**src/rtl/axi_lite_pkg.sv**
```systemverilog
// Shared types and constants for the AXI4-Lite register bridge.
// Holds the response encoding, both FSM state enums and the readable word index.
// No logic; imported by axi_lite_reg_bridge and axi_lite_rd_path.
package axi_lite_pkg;

  typedef enum logic [1:0] {
    OKAY   = 2'b00,
    SLVERR = 2'b10
  } axi_resp_t;

  typedef enum logic [1:0] {
    W_IDLE,
    W_ISSUE,
    W_WAIT,
    W_RESP
  } wr_state_t;

  typedef enum logic [1:0] {
    R_IDLE,
    R_ISSUE,
    R_WAIT,
    R_RESP
  } rd_state_t;

  // The only downstream word index that returns meaningful read data.
  localparam int unsigned RD_INDEX = 1;

  // Map the downstream slave's registered acknowledge onto an AXI response.
  function automatic axi_resp_t ack_to_resp(input logic ack);
    return ack ? OKAY : SLVERR;
  endfunction

endpackage

```
**src/rtl/axi_lite_rd_path.sv**
```systemverilog
// Read path: AR handshake -> one-cycle readAddress strobe -> capture readData -> R beat.
// Latency: AR accepted in N, strobe N+1, readData sampled N+2, rvalid from N+3.
// Backpressure: arready only in R_IDLE; rvalid/rdata/rresp held stable until rready.
// Optional AXI_BRIDGE_SLVERR_EN: reads of any index other than RD_INDEX return SLVERR.
module axi_lite_rd_path
  import axi_lite_pkg::*;
#(
  parameter int DATA_WIDTH = 32,
  parameter int ADDR_WIDTH = 2,
  localparam int AXI_ADDR_WIDTH = ADDR_WIDTH + 2
) (
  input  logic                      clk,
  input  logic                      rst,
  input  logic [AXI_ADDR_WIDTH-1:0] araddr,
  input  logic                      arvalid,
  output logic                      arready,
  output logic [DATA_WIDTH-1:0]     rdata,
  output logic [1:0]                rresp,
  output logic                      rvalid,
  input  logic                      rready,
  output logic [ADDR_WIDTH-1:0]     readAddress,
  input  logic [DATA_WIDTH-1:0]     readData
);

  localparam logic [ADDR_WIDTH-1:0] LP_RD_IDX = ADDR_WIDTH'(RD_INDEX);

  rd_state_t               r_state;
  rd_state_t               w_state_nxt;
  logic                    r_arready;
  logic [ADDR_WIDTH-1:0]   r_idx;
  logic [DATA_WIDTH-1:0]   r_rdata;
  axi_resp_t               r_rresp;
  axi_resp_t               w_rresp_nxt;
  logic                    w_ar_hs;
  logic                    w_unused_ar;

  assign w_ar_hs     = arvalid & r_arready;
  // Byte-lane bits are not decoded.
  assign w_unused_ar = ^araddr[1:0];

  // State register plus the registered AR ready, latched index and R payload.
  always_ff @(posedge clk) begin
    if (rst) begin
      r_state   <= R_IDLE;
      r_arready <= 1'b0;
      r_idx     <= '0;
      r_rdata   <= '0;
      r_rresp   <= OKAY;
    end else begin
      r_state   <= w_state_nxt;
      r_arready <= (w_state_nxt == R_IDLE);
      if (w_ar_hs) begin
        r_idx <= araddr[ADDR_WIDTH+1:2];
      end
      if (r_state == R_WAIT) begin
        r_rdata <= readData;
        r_rresp <= w_rresp_nxt;
      end
    end
  end

  // Next-state: one cycle each in ISSUE and WAIT, then hold RESP until rready.
  always_comb begin
    w_state_nxt = r_state;
    case (r_state)
      R_IDLE:  if (w_ar_hs) w_state_nxt = R_ISSUE;
      R_ISSUE: w_state_nxt = R_WAIT;
      R_WAIT:  w_state_nxt = R_RESP;
      R_RESP:  if (rready) w_state_nxt = R_IDLE;
      default: w_state_nxt = R_IDLE;
    endcase
  end

  // Outputs: the downstream address rests at the no-op index 0 outside ISSUE.
  always_comb begin
    readAddress = (r_state == R_ISSUE) ? r_idx : '0;
    rvalid      = (r_state == R_RESP);
`ifdef AXI_BRIDGE_SLVERR_EN
    w_rresp_nxt = (r_idx == LP_RD_IDX) ? OKAY : SLVERR;
`else
    w_rresp_nxt = OKAY;
`endif
  end

  assign arready = r_arready;
  assign rdata   = r_rdata;
  assign rresp   = r_rresp;

endmodule

```
**src/rtl/axi_lite_reg_bridge.sv**
```systemverilog
// AXI4-Lite slave to single-cycle register strobe bridge; write FSM here, read FSM in axi_lite_rd_path.
// Latency: last of AW/W (or AR) accepted in N, strobe N+1, ack sampled N+2, bvalid/rvalid from N+3.
// Backpressure: one transaction per direction; readies low while busy, B/R held stable until ready.
// Optional AXI_BRIDGE_SLVERR_EN: writeResponse = 0 gives SLVERR; otherwise all responses are OKAY.
module axi_lite_reg_bridge
  import axi_lite_pkg::*;
#(
  parameter int DATA_WIDTH = 32,
  parameter int ADDR_WIDTH = 2,
  localparam int AXI_ADDR_WIDTH = ADDR_WIDTH + 2
) (
  input  logic                      clk,
  input  logic                      rst,
  input  logic [AXI_ADDR_WIDTH-1:0] awaddr,
  input  logic                      awvalid,
  output logic                      awready,
  input  logic [DATA_WIDTH-1:0]     wdata,
  input  logic                      wvalid,
  output logic                      wready,
  output logic [1:0]                bresp,
  output logic                      bvalid,
  input  logic                      bready,
  input  logic [AXI_ADDR_WIDTH-1:0] araddr,
  input  logic                      arvalid,
  output logic                      arready,
  output logic [DATA_WIDTH-1:0]     rdata,
  output logic [1:0]                rresp,
  output logic                      rvalid,
  input  logic                      rready,
  output logic [ADDR_WIDTH-1:0]     writeAddress,
  output logic [DATA_WIDTH-1:0]     writeData,
  input  logic                      writeResponse,
  output logic [ADDR_WIDTH-1:0]     readAddress,
  input  logic [DATA_WIDTH-1:0]     readData
);

  wr_state_t               r_wstate;
  wr_state_t               w_wstate_nxt;
  logic                    r_aw_held;
  logic                    r_w_held;
  logic                    r_awready;
  logic                    r_wready;
  logic [ADDR_WIDTH-1:0]   r_awidx;
  logic [DATA_WIDTH-1:0]   r_wdata;
  axi_resp_t               r_bresp;
  axi_resp_t               w_bresp_nxt;
  logic                    w_aw_hs;
  logic                    w_w_hs;
  logic                    w_aw_held_nxt;
  logic                    w_w_held_nxt;
  logic                    w_unused_aw;

  assign w_aw_hs       = awvalid & r_awready;
  assign w_w_hs        = wvalid & r_wready;
  // Readies are only high in W_IDLE, so these only accumulate while idle.
  assign w_aw_held_nxt = r_aw_held | w_aw_hs;
  assign w_w_held_nxt  = r_w_held | w_w_hs;
  // Byte-lane bits are not decoded.
  assign w_unused_aw   = ^awaddr[1:0];

`ifndef AXI_BRIDGE_SLVERR_EN
  logic w_unused_wresp;
  assign w_unused_wresp = writeResponse;
`endif

  // State register, beat-held flags, registered readies and latched AW/W/B payload.
  always_ff @(posedge clk) begin
    if (rst) begin
      r_wstate  <= W_IDLE;
      r_aw_held <= 1'b0;
      r_w_held  <= 1'b0;
      r_awready <= 1'b0;
      r_wready  <= 1'b0;
      r_awidx   <= '0;
      r_wdata   <= '0;
      r_bresp   <= OKAY;
    end else begin
      r_wstate  <= w_wstate_nxt;
      r_aw_held <= (w_wstate_nxt == W_IDLE) & w_aw_held_nxt;
      r_w_held  <= (w_wstate_nxt == W_IDLE) & w_w_held_nxt;
      r_awready <= (w_wstate_nxt == W_IDLE) & ~w_aw_held_nxt;
      r_wready  <= (w_wstate_nxt == W_IDLE) & ~w_w_held_nxt;
      if (w_aw_hs) begin
        r_awidx <= awaddr[ADDR_WIDTH+1:2];
      end
      if (w_w_hs) begin
        r_wdata <= wdata;
      end
      if (r_wstate == W_WAIT) begin
        r_bresp <= w_bresp_nxt;
      end
    end
  end

  // Next-state: leave IDLE once both beats are held, in either order or together.
  always_comb begin
    w_wstate_nxt = r_wstate;
    case (r_wstate)
      W_IDLE:  if (w_aw_held_nxt & w_w_held_nxt) w_wstate_nxt = W_ISSUE;
      W_ISSUE: w_wstate_nxt = W_WAIT;
      W_WAIT:  w_wstate_nxt = W_RESP;
      W_RESP:  if (bready) w_wstate_nxt = W_IDLE;
      default: w_wstate_nxt = W_IDLE;
    endcase
  end

  // Outputs: strobe only in ISSUE, otherwise rest at the no-op index with zero data.
  always_comb begin
    writeAddress = (r_wstate == W_ISSUE) ? r_awidx : '0;
    writeData    = (r_wstate == W_ISSUE) ? r_wdata : '0;
    bvalid       = (r_wstate == W_RESP);
`ifdef AXI_BRIDGE_SLVERR_EN
    w_bresp_nxt  = ack_to_resp(writeResponse);
`else
    w_bresp_nxt  = OKAY;
`endif
  end

  assign awready = r_awready;
  assign wready  = r_wready;
  assign bresp   = r_bresp;

  axi_lite_rd_path #(
    .DATA_WIDTH (DATA_WIDTH),
    .ADDR_WIDTH (ADDR_WIDTH)
  ) u_rd_path (
    .clk         (clk),
    .rst         (rst),
    .araddr      (araddr),
    .arvalid     (arvalid),
    .arready     (arready),
    .rdata       (rdata),
    .rresp       (rresp),
    .rvalid      (rvalid),
    .rready      (rready),
    .readAddress (readAddress),
    .readData    (readData)
  );

endmodule

```
**config.mk**
```make
export PLATFORM = sky130hd
export DESIGN_NAME = axi_lite_reg_bridge
export DESIGN_NICKNAME = d
export VERILOG_FILES = /design/src/rtl/axi_lite_pkg.sv /design/src/rtl/axi_lite_rd_path.sv /design/src/rtl/axi_lite_reg_bridge.sv
export SDC_FILE = /design/constraint.sdc
export NUM_CORES = 1
export LEC_CHECK = 0
export ABC_AREA = 1
export CAP_MARGIN = 10
export CORE_ASPECT_RATIO = 1.5
export CORE_MARGIN = 4
export CORE_UTILIZATION = 35
export CTS_CLUSTER_DIAMETER = 80
export DETAILED_ROUTE_END_ITERATION = 12
export PLACE_DENSITY = 0.84
export SLEW_MARGIN = 15
export SYNTH_ARGS = -nofsm -noshare
export SYNTH_HDL_FRONTEND = slang
export SYNTH_SLANG_ARGS = --single-unit
```
**constraint.sdc**
```tcl
create_clock -name clk -period 0.9 [get_ports clk]
set_input_delay 0.18 -clock clk [delete_from_list [all_inputs] [get_ports clk]]
set_output_delay 0.18 -clock clk [all_outputs]
set_load 0.005 [all_outputs]
```
==> results of run 1 <==
[layer usage]
layer | share of wire | routed length, µm | track usage | vias to the layer above
met2 | 0.55 | 7270 | 0.428 | 147
met1 | 0.35 | 4570 | 0.215 | 1662
met4 | 0.039 | 510 | 0.0956 | 0
met3 | 0.062 | 814 | 0.0616 | 37
li1 | - | - | - | 1630
met5 | 0 | 0 | 0 | -
[area by class of cell]
type	instances	area, µm²	area share
Clock inverter	6	135	0.0208
Timing Repair inverter	3	60.1	0.00923
Clock buffer	10	229	0.0352
Multi-Input combinational cell	241	1920	0.295
Sequential cell	77	1590	0.245
Tap cell	105	131	0.0202
Timing Repair Buffer	215	2250	0.346
Inverter	45	188	0.0289
[per-stage QoR]
| step | total power [mW] | utilization | setup TNS, ns |
|---|---|---|---|
| after global routing | 13.4 | 0.807 | -41.81 |
| after CTS | 12.0 | 0.712 | -34.05 |
| after global placement | 6.29 | 0.577 | -44.91 |
| after floorplan | 5.17 | - | -1.50 |
| after detailed placement | 6.38 | 0.577 | -48.26 |
| final | 12.9 | 0.807 | -36.54 |
[Yosys cell counts]
library cell               number  share of area
sky130_fd_sc_hd__clkbuf_2       2         0.0034
sky130_fd_sc_hd__conb_1         1         0.0013
sky130_fd_sc_hd__dfxtp_1       77           0.53
sky130_fd_sc_hd__a21oi_1       39          0.067
sky130_fd_sc_hd__nor2_4         1         0.0039
sky130_fd_sc_hd__clkbuf_1       2         0.0026
sky130_fd_sc_hd__or2_2          1         0.0022
sky130_fd_sc_hd__o21ai_0       65           0.11
sky130_fd_sc_hd__buf_2         15          0.026
sky130_fd_sc_hd__nand2_2        1         0.0022
sky130_fd_sc_hd__inv_1         42          0.054
sky130_fd_sc_hd__o21ai_1        3         0.0052
sky130_fd_sc_hd__nand3_1        4         0.0069
sky130_fd_sc_hd__nand2_1       16          0.021
sky130_fd_sc_hd__inv_2          3         0.0039
sky130_fd_sc_hd__buf_4          7          0.018
sky130_fd_sc_hd__nor2_1       107           0.14
sky130_fd_sc_hd__buf_6          1         0.0039
[sequential cells by signal, indices dropped and copies added (netlist names)]
name	count
awready	1
r_aw_held	1
r_awidx	2
r_w_held	1
r_wdata	32
r_wstate	2
u_rd_path.arready	1
u_rd_path.r_idx	2
u_rd_path.r_state	2
u_rd_path.rdata	32
wready	1
[kinds of logic (layout without fill, tap and decap cells)]
kind of cell	after synthesis	count (layout)	synth area share
buffers and inverters	72	279	0.112
DFF	77	77	0.529
and+or+nand+nor	130	130	0.174
other	1	4	0.00129
AOI/OAI and AO/OA	107	107	0.184
[worst max-delay path, cell delays in order, from the launching register on]
cell and delay [ns]:
sky130_fd_sc_hd__dfxtp_2 0.32, sky130_fd_sc_hd__inv_2 0.09, sky130_fd_sc_hd__nand2_8 0.09, sky130_fd_sc_hd__clkbuf_16 0.19, sky130_fd_sc_hd__nor2_1 0.10, sky130_fd_sc_hd__buf_2 0.14
[power groups by stage]
stage          clock network, mW  registers [mW]  logic, mW
2_1_floorplan                  0            4.14       1.03
3_3_place_gp                   0            4.12       2.17
3_5_place_dp                   0            4.14       2.24
4_1_cts                     4.44            4.15       3.40
5_1_grt                     4.63            4.23       4.55
6_report                    4.41            4.20       4.32
[timing repair]
| action | CTS | global route |
|---|---|---|
| pin swaps | 27 | 26 |
| cloned | 12 | 4 |
| gates resized for setup | 513 | 166 |
| buffers inserted | 21 | 12 |
| setup endpoints to repair | 146 | 150 |
| hold endpoints to repair | 0 | 0 |
[path summary, 6_finish.rpt]
check | from | to | slack (ns) | cells after the start
worst min register to register | r_wdata[26]$_SDFFE_PP0P_ | r_wdata[26]$_SDFFE_PP0P_ | 0.47 | 2
worst min-delay path | rst | r_wstate[0]$_SDFF_PP0_ | 0.29 | 3
worst max register to register | u_rd_path.r_state[0]$_SDFF_PP0_ | u_rd_path.rdata[20]$_SDFFE_PP0N_ | -0.43 | 8
worst max-delay path | r_wstate[1]$_SDFF_PP0_ | writeData[9] | -0.54 | 5
==> impl_summary.txt, run 1 <==
----------------------------------------------------
[Timing]
  Setup repair after global routing missed its margin ... yes
  Worst Clk Skew ... 0.00427 ns
  Number of setup violations in the final report ... 146
  Post-route worst setup slack ... -0.541 ns
  Final critical-path share of the clock period ... 1.60
  Min Tclk post-route ... about 1.4 ns
  Number of hold violations in the final report ... 0
  Worst hold slack ... about 0.29 ns
  Max Transition Viols Final ... 0
  Highest achievable clock rate ... 0.694 GHz

[Floorplan]
  Ports placed on the boundary ... 157
  Initial cell density of the core ... 0.361
  Horizontal die dimension ... 82.5 µm
  Overall die height ... 120 µm
  Standard-cell row count ... 40
  Die Footprint ... 0.00987 mm²
  Placeable core region ... around 0.008 mm²

[Placed design]
  RePlAce Congestion ... 0.723
  Area post-placement ... 0.00465 mm²
  Placed insts ... 642
  Worst slack, placed ... -0.508 ns
  HPWL Detailed ... 6.21 mm
  Number of buffer cells added on primary ports ... 147

[Pwr]
  Ratio of total power to cell area ... 1990 mW/mm²
  Switching share of power ... 0.295
  Sequential Power Share ... 0.325
  Leakage Power ... around 2.6 nW
  Int Power ... a little over 9 mW
  Total net switching power ... 3.81 mW
  Combinational cell fraction of total power ... 0.334
  Max IR drop VDD ... between 1.5 and 2 mV
  Clock power frac ... 0.341

[Layout]
  Post-synthesis to final-layout area growth ... 123%
  Fin area ... between 0.006 and 0.007 mm²
  # nets final ... 672
  Number of diodes added for antenna fixing ... 0
  Filler-free cell count of the finished design ... 702
  Number of fill cells in the layout ... 459
  Most used cells in the layout excluding fill and tap cells ... sky130_fd_sc_hd__clkdlybuf4s50_1, sky130_fd_sc_hd__nor2_1, sky130_fd_sc_hd__buf_6, sky130_fd_sc_hd__buf_2, sky130_fd_sc_hd__inv_1
  Most common library cell in the layout ignoring fill and taps ... sky130_fd_sc_hd__clkdlybuf4s50_1
  Fraction of final layout cells with drive strength greater than 1 ... 0.593

[Global route]
  Overflow left after global routing ... 0
  Total routing resource utilization after global routing ... 0.225
  Initial antenna violation count ... 0
  Via count of the first global-routing pass ... 3,569
  Global-route wire length before repair ... 16.9 mm
  Largest net degree at the start of global routing ... 32

[Synthesis]
  Total of warnings raised by yosys ... 0
  Count of unique library cells instantiated by Yosys ... 18
  Cell Area, Synth ... between 0.002 and 0.003 mm²
  Synthesized area per cell ... 7.52 µm²
  Register area share after synthesis ... 0.529
  Post-synthesis instance total ... 387
  Count of state elements after synthesis ... 77

[Worst setup path]
  Crit path arrival time ... 1.26 ns
  Setup CP Type ... reg -> out
  Required time reported for the critical path endpoint ... approximately 0.7 ns
  Critical path capture point type ... output pin
  Crit start category ... flop
  Maximum net fanout on the critical path ... 7

[Clock network]
  Maximum buffer depth of the clock tree ... 2
  Number of buffers inserted during clock tree synthesis ... 9
  Hold buffer count at CTS ... 0
  Clk slew on worst S/H paths ... about 0.06 ns
  TritonCTS clock tree ... built
  H-tree levels ... 3
  Number of clock sinks ... 77
  Clock latency on the worst-skew pair ... 0.33 ns
  Clock root cell ... sky130_fd_sc_hd__clkbuf_16

[Route]
  Drt first pass iters ... 4
  Routed length per instance ... 18.8 µm
  Number of routed nets with antenna violations ... 0
  Residual DRC count ... 0
  Via count ... 3,476
  Post-DR vias/cell ... 4.95
  Total detailed-routing wirelength ... 13.2 mm
  Number of design-rule violations left by the first detailed-router iteration ... 133

[Status]
  Violated checks ... setup timing
  Outcome ... finished with violations

[Run]
  Max Cap Viol ... 0

[Worst hold path]
  Hold crit path type ... in -> reg

----------------------------------------------------
Note: power is estimated with default switching activity, not from simulation.
==> inputs of run 2 (changes only) <==
- CORE_UTILIZATION: 35 -> 39
- PLACE_DENSITY: 0.84 -> 0.88
- clock period: 0.9 -> 1.5 ns (I/O delays scaled with it)
==> run 2 against run 1 <==
Against the previous run:
- the flow still finishes with violations (setup timing)
- critical path depth did not move
- register-to-register slack better by 0.58 ns
- die area is 9.4% lower
- worst setup slack improved by 0.52 ns
- highest routed layer unchanged
- global-route usage down 3.0 points
==> impl_summary.txt, run 2 (synthesized netlist as in run 1, its figures left out) <==
----------------------------------------------------
[Clock network]
  Number of buffers inserted during clock tree synthesis ... 9 (unchanged)
  TritonCTS clock tree ... built (unchanged)
  H-tree levels ... 3 (unchanged)
  Clock latency on the worst-skew pair ... 0.34 ns (was 0.33 ns)
  Maximum buffer depth of the clock tree ... 2 (unchanged)
  Clk slew on worst S/H paths ... 0.07 ns (was 0.06 ns)
  Clock root cell ... sky130_fd_sc_hd__clkbuf_8 (was sky130_fd_sc_hd__clkbuf_16)
  Number of clock sinks ... 77 (unchanged)
  Hold buffer count at CTS ... 0 (unchanged)

[Floorplan]
  Horizontal die dimension ... 78.5 µm (was 82.5 µm)
  Die Footprint ... 0.00894 mm² (was 0.00987 mm²)
  Placeable core region ... 0.00727 mm² (was 0.00806 mm²)
  Overall die height ... 114 µm (was 120 µm)
  Initial cell density of the core ... 0.400 (was 0.361)
  Standard-cell row count ... 38 (was 40)
  Ports placed on the boundary ... 157 (unchanged)

[Worst setup path]
  Critical path capture point type ... output pin (unchanged)
  Required time reported for the critical path endpoint ... 1.20 ns (was 0.72 ns)
  Crit start category ... flop (unchanged)
  Buffers & Inverters on Critical Path ... 3 (unchanged)
  Crit path arrival time ... 1.22 ns (was 1.26 ns)
  Startpoint of the worst-slack reg-to-reg timing path ... u_rd_path.r_state[0]$_SDFF_PP0_ (unchanged)
  Cell breakdown of the critical path ... inv_2 -> nand2_8 -> buf_12 -> nor2_2 -> buf_2 (was inv_2 -> nand2_8 -> clkbuf_16 -> nor2_1 -> buf_2)
  Start point of the critical path ... r_wstate[1]$_SDFF_PP0_ (unchanged)
  Cell with the biggest individual delay on the critical path ... sky130_fd_sc_hd__dfxtp_2 (unchanged)
  Maximum net fanout on the critical path ... 7 (unchanged)
  Setup CP Type ... reg -> out (unchanged)
  Delay of the slowest cell on the worst path ... 0.33 ns (was 0.32 ns)
  Largest delay share family, worst path ... buffers and inverters (unchanged)

[Timing]
  Highest achievable clock rate ... 0.660 GHz
  Final critical-path share of the clock period ... 1.01
  Max Transition Viols Final ... 0 (unchanged)
  Setup repair after global routing missed its margin ... yes (unchanged)
  Worst Clk Skew ... 0.00760 ns (was 0.00427 ns)
  Post-route worst setup slack ... -0.0158 ns (was -0.541 ns)
  Min Tclk post-route ... 1.52 ns
  Pin slew with the least headroom to its limit ... 0.535 ns
  Number of setup violations in the final report ... 9 (was 146)
  Number of hold violations in the final report ... 0 (unchanged)
  Worst hold slack ... 0.453 ns (was 0.286 ns)
  Headroom to the max-slew limit ... 0.643

[Layout]
  Most used cells in the layout excluding fill and tap cells ... sky130_fd_sc_hd__nor2_1, sky130_fd_sc_hd__clkdlybuf4s50_1, sky130_fd_sc_hd__dfxtp_1, sky130_fd_sc_hd__o21ai_0, sky130_fd_sc_hd__inv_1 (was sky130_fd_sc_hd__clkdlybuf4s50_1, sky130_fd_sc_hd__nor2_1, sky130_fd_sc_hd__buf_6, sky130_fd_sc_hd__buf_2, sky130_fd_sc_hd__inv_1)
  Post-synthesis to final-layout area growth ... 62.0% (was 123%)
  Filler-free cell count of the finished design ... 644 (was 702)
  Number of fill cells in the layout ... 618 (was 459)
  Fraction of final layout cells with drive strength greater than 1 ... 0.191 (was 0.593)
  # nets final ... 620 (was 672)
  Most common library cell in the layout ignoring fill and taps ... sky130_fd_sc_hd__nor2_1 (was sky130_fd_sc_hd__clkdlybuf4s50_1)
  Number of diodes added for antenna fixing ... 0 (unchanged)
  Fin area ... 0.00472 mm² (was 0.00650 mm²)

[Global route]
  Global-route wire length before repair ... 13.8 mm (was 16.9 mm)
  Initial antenna violation count ... 0 (unchanged)
  Overflow left after global routing ... 0 (unchanged)
  Largest net degree at the start of global routing ... 40 (was 32)
  Total routing resource utilization after global routing ... 0.195 (was 0.225)
  Via count of the first global-routing pass ... 2,973 (was 3,569)

[Pwr]
  Max IR drop VDD ... 0.718 mV (was 1.76 mV)
  Post-route total power ... 5.29 mW (was 12.9 mW)
  Ratio of total power to cell area ... 1120 mW/mm² (was 1990 mW/mm²)
  Leakage Power ... 2.27 nW (was 2.65 nW)

[Placed design]
  HPWL Detailed ... 6.20 mm (was 6.21 mm)
  Worst slack, placed ... -0.0643 ns (was -0.508 ns)
  Placed insts ... 623 (was 642)
  Number of buffer cells added on primary ports ... 147 (unchanged)
  RePlAce Congestion ... 0.742 (was 0.723)
  Area post-placement ... 0.00450 mm² (was 0.00465 mm²)

[Run]
  Max Cap Viol ... 0 (unchanged)

[Status]
  Violated checks ... setup timing (unchanged)
  Outcome ... finished with violations (unchanged)

[Worst hold path]
  Hold crit path type ... reg -> reg (was in -> reg)
  Hold Crit Start ... r_wdata[15]$_SDFFE_PP0P_ (was rst)

[Route]
  Number of routed nets with antenna violations ... 0 (unchanged)
  Post-DR vias/cell ... 4.63 (was 4.95)
  Total detailed-routing wirelength ... 8.93 mm (was 13.2 mm)
  Routed length per instance ... 13.9 µm (was 18.8 µm)
  Residual DRC count ... 0 (unchanged)
  Via count ... 2,983 (was 3,476)
  Number of design-rule violations left by the first detailed-router iteration ... 170 (was 133)
  Drt first pass iters ... 4 (unchanged)

----------------------------------------------------
[run 2: cell count changes in the layout (fill, tap and decap cells not counted), sizes merged]
cell,before,now
buf,136,54
bufinv,4,1
clkbuf,15,16
clkdlybuf4s50,72,74
clkinvlp,2,0
dlygate4sd2,1,26
dlymetal6s2s,1,10
inv,48,45
[run 2: final cells by class]
cell class                      count  area, µm²  share of cell area
Multi-Input combinational cell    241       1160               0.247
Clock buffer                       14        163              0.0345
Clock inverter                      1       30.0             0.00637
Sequential cell                    77       1550               0.329
Timing Repair Buffer              166       1510               0.320
Inverter                           45        171              0.0363
Tap cell                          100        125              0.0265
[run 2: report_power, final]
| group | switching (mW) | total, mW | leakage [nW] | internal, mW |
|---|---|---|---|---|
| Sequential | 0.106 | 2.45 | 0.634 | 2.34 |
| Combinational | 0.679 | 1.31 | 1.54 | 0.629 |
| Clock | 0.687 | 1.54 | 0.0968 | 0.854 |
[run 2: what timing repair did]
action,in CTS,in global routing
buffers inserted,2,2
endpoints found under the setup margin,65,45
gates resized for setup,190,39
cloned,1,1
[run 2: metal layers]
metal,share of wire,GRT usage,up-vias
li1,-,-,1510
met4,0.011,0.0618,0
met1,0.37,0.209,1344
met2,0.52,0.351,120
met3,0.093,0.0719,9
met5,0,0,-
[run 2: worst paths after layout]
check                                endpoint  cells past startpoint  slack (ns)
max                              writeData[8]                      5       -0.02
min                  r_wdata[15]$_SDFFE_PP0P_                      2        0.45
max reg2reg  u_rd_path.rdata[16]$_SDFFE_PP0N_                      6        0.15
min reg2reg          r_wdata[15]$_SDFFE_PP0P_                      2        0.45
[run 2: per-stage QoR]
stage                     setup TNS, ns  utilization
final                           -0.0641        0.648
after global routing              -2.30        0.648
after CTS                        -0.602        0.633
after detailed placement         -0.763        0.618
after global placement          -0.0243        0.618
after floorplan                       0            -
[run 2: tightest hold or removal path: cells and delay by family (launching register included)]
family | cells | cell delay, ns
flops | 1 | 0.30
buf+inv | 1 | 0.06
compound gates | 1 | 0.05
==> inputs of run 3 (changes only) <==
- CORE_MARGIN: 4 -> not set
- CORE_UTILIZATION: 39 -> 30
- HOLD_SLACK_MARGIN: not set -> 0.06
- PLACE_DENSITY: 0.88 -> 0.72
==> run 3 against run 2 <==
Against the previous run:
- the flow still finishes with violations (setup timing)
- register-to-register slack is essentially flat
- routed wire length shrank 1.8%
- non-clock buffer count up 5
- largest cell class is now buffers
==> impl_summary.txt, run 3 (synthesized netlist as in run 1, its figures left out) <==
----------------------------------------------------
[Status]
  Outcome ... finished with violations (unchanged)
  Violated checks ... setup timing (unchanged)

[Worst setup path]
  Required time reported for the critical path endpoint ... 1.20 ns (about the same)
  Setup CP Type ... reg -> out (unchanged)
  Critical path capture point type ... output pin (unchanged)
  Crit path arrival time ... 1.36 ns (was 1.22 ns)
  Crit start category ... flop (unchanged)
  Maximum net fanout on the critical path ... 6 (was 7)

[Route]
  Residual DRC count ... 0 (unchanged)
  Routed length per instance ... 13.2 µm (was 13.9 µm)
  Post-DR vias/cell ... 4.57 (was 4.63)
  Number of design-rule violations left by the first detailed-router iteration ... 68 (was 170)
  Number of routed nets with antenna violations ... 0 (unchanged)
  Drt first pass iters ... 4 (unchanged)
  Total detailed-routing wirelength ... 8.77 mm (was 8.93 mm)
  Via count ... 3,027 (was 2,983)

[Layout]
  Most used cells in the layout excluding fill and tap cells ... sky130_fd_sc_hd__clkdlybuf4s50_1, sky130_fd_sc_hd__nor2_1, sky130_fd_sc_hd__dfxtp_1, sky130_fd_sc_hd__o21ai_0, sky130_fd_sc_hd__inv_1 (was sky130_fd_sc_hd__nor2_1, sky130_fd_sc_hd__clkdlybuf4s50_1, sky130_fd_sc_hd__dfxtp_1, sky130_fd_sc_hd__o21ai_0, sky130_fd_sc_hd__inv_1)
  Number of diodes added for antenna fixing ... 0 (unchanged)
  # nets final ... 625 (was 620)
  Core Util, Final ... 0.549 (was 0.648)
  Most common library cell in the layout ignoring fill and taps ... sky130_fd_sc_hd__clkdlybuf4s50_1 (was sky130_fd_sc_hd__nor2_1)
  Filler-free cell count of the finished design ... 662 (was 644)
  Fraction of final layout cells with drive strength greater than 1 ... 0.215 (was 0.191)
  Fin area ... 0.00514 mm² (was 0.00472 mm²)
  Post-synthesis to final-layout area growth ... 76.5% (was 62.0%)

[Pwr]
  Max IR drop VDD ... 0.712 mV (was 0.718 mV)
  Clock power frac ... 0.349 (was 0.291)
  Sequential Power Share ... 0.399 (was 0.462)
  Int Power ... 4.41 mW (was 3.82 mW)
  Combinational cell fraction of total power ... 0.252 (was 0.247)
  Leakage Power ... 2.50 nW (was 2.27 nW)
  Total net switching power ... 1.72 mW (was 1.47 mW)
  Switching share of power ... 0.280 (was 0.278)
  Ratio of total power to cell area ... 1190 mW/mm² (was 1120 mW/mm²)

[Timing]
  Final critical-path share of the clock period ... 1.11 (was 1.01)
  Worst Clk Skew ... 0.00434 ns (was 0.00760 ns)
  Number of hold violations in the final report ... 0 (unchanged)
  Setup repair after global routing missed its margin ... yes (unchanged)
  Min Tclk post-route ... 1.66 ns (was 1.52 ns)
  Number of setup violations in the final report ... 30 (was 9)
  Highest achievable clock rate ... 0.601 GHz (was 0.660 GHz)
  Worst hold slack ... 0.453 ns (about the same)
  Post-route worst setup slack ... -0.164 ns (was -0.0158 ns)
  Max Transition Viols Final ... 0 (unchanged)

[Clock network]
  Number of buffers inserted during clock tree synthesis ... 9 (unchanged)
  H-tree levels ... 3 (unchanged)
  Clk slew on worst S/H paths ... 0.06 ns (was 0.07 ns)
  Number of clock sinks ... 77 (unchanged)
  Clock latency on the worst-skew pair ... 0.33 ns (was 0.34 ns)
  Hold buffer count at CTS ... 0 (unchanged)
  TritonCTS clock tree ... built (unchanged)
  Maximum buffer depth of the clock tree ... 2 (unchanged)
  Clock root cell ... sky130_fd_sc_hd__clkbuf_16 (was sky130_fd_sc_hd__clkbuf_8)

[Placed design]
  Number of buffer cells added on primary ports ... 147 (unchanged)
  Placed insts ... 634 (was 623)
  Area post-placement ... 0.00453 mm² (was 0.00450 mm²)
  HPWL Detailed ... 5.51 mm (was 6.20 mm)
  RePlAce Congestion ... 0.768 (was 0.742)

[Worst hold path]
  Hold crit path type ... reg -> reg (unchanged)

[Run]
  Max Cap Viol ... 0 (unchanged)

[Global route]
  Global-route wire length before repair ... 13.2 mm (was 13.8 mm)
  Largest net degree at the start of global routing ... 42 (was 40)
  Total routing resource utilization after global routing ... 0.174 (was 0.195)
  Overflow left after global routing ... 0 (unchanged)
  Via count of the first global-routing pass ... 2,968 (was 2,973)
  Initial antenna violation count ... 0 (unchanged)

[Floorplan]
  Overall die height ... 123 µm (was 114 µm)
  Horizontal die dimension ... 82.4 µm (was 78.5 µm)
  Placeable core region ... 0.00936 mm² (was 0.00727 mm²)
  Standard-cell row count ... 43 (was 38)
  Die Footprint ... 0.0101 mm² (was 0.00894 mm²)
  Ports placed on the boundary ... 157 (unchanged)
  Initial cell density of the core ... 0.311 (was 0.400)

----------------------------------------------------
run 3: timing repair:
action / in CTS / in global routing
gates cloned: 3 / 0
pin swaps: 2 / 4
endpoints found under the setup margin: 43 / 74
buffers inserted: 9 / 1
resized for setup: 175 / 68
run 3: worst paths after layout:
check / startpoint / to / slack, ns / cells past startpoint
setup / recovery: r_wstate[1]$_SDFF_PP0_ / writeData[6] / -0.16 / 7
hold / removal: u_rd_path.r_idx[0]$_SDFFE_PP0P_ / u_rd_path.r_idx[0]$_SDFFE_PP0P_ / 0.45 / 2
setup reg to reg: u_rd_path.r_state[0]$_SDFF_PP0_ / u_rd_path.rdata[31]$_SDFFE_PP0N_ / 0.16 / 6
hold reg to reg: u_rd_path.r_idx[0]$_SDFFE_PP0P_ / u_rd_path.r_idx[0]$_SDFFE_PP0P_ / 0.45 / 2
run 3: layout make-up:
| class | instances | area, µm² |
|---|---|---|
| tap | 112 | 140 |
| sequential | 77 | 1550 |
| multi-input combinational | 241 | 1260 |
| timing repair buffer | 171 | 1720 |
| fill | 848 | 4220 |
| clock buffer | 9 | 225 |
| inverter | 45 | 171 |
| clock inverter | 7 | 73.8 |
run 3: layer usage:
layer,track usage,up-vias,part of all wire
li1,-,1526,-
met3,0.0587,8,0.076
met2,0.326,106,0.54
met4,0.0680,0,0.012
met1,0.170,1387,0.37
met5,0,-,0
run 3: worst max-delay path: stages, from the launching register on:
cell,delay (ns)
sky130_fd_sc_hd__dfxtp_2,0.32
sky130_fd_sc_hd__inv_2,0.06
sky130_fd_sc_hd__nand2_4,0.07
sky130_fd_sc_hd__buf_12,0.14
sky130_fd_sc_hd__buf_16,0.14
sky130_fd_sc_hd__buf_12,0.13
sky130_fd_sc_hd__nor2_4,0.06
sky130_fd_sc_hd__buf_2,0.11
run 3: power by group through the flow:
stage / logic [mW] / clock network, mW / registers, mW
2_1_floorplan: 0.583 / 0 / 2.48
3_3_place_gp: 1.21 / 0 / 2.47
3_5_place_dp: 1.24 / 0 / 2.48
4_1_cts: 1.48 / 2.22 / 2.44
5_1_grt: 1.69 / 2.31 / 2.48
6_report: 1.54 / 2.14 / 2.45
run 3: per-stage QoR:
step	setup TNS, ns	worst slack, ns	total power [mW]
2_1_floorplan	0	0.457	3.06
3_3_place_gp	-0.00802	-0.00802	3.68
3_5_place_dp	-0.0630	-0.0301	3.72
4_1_cts	-2.21	-0.171	6.15
5_1_grt	-3.52	-0.224	6.48
6_report	-1.60	-0.164	6.13
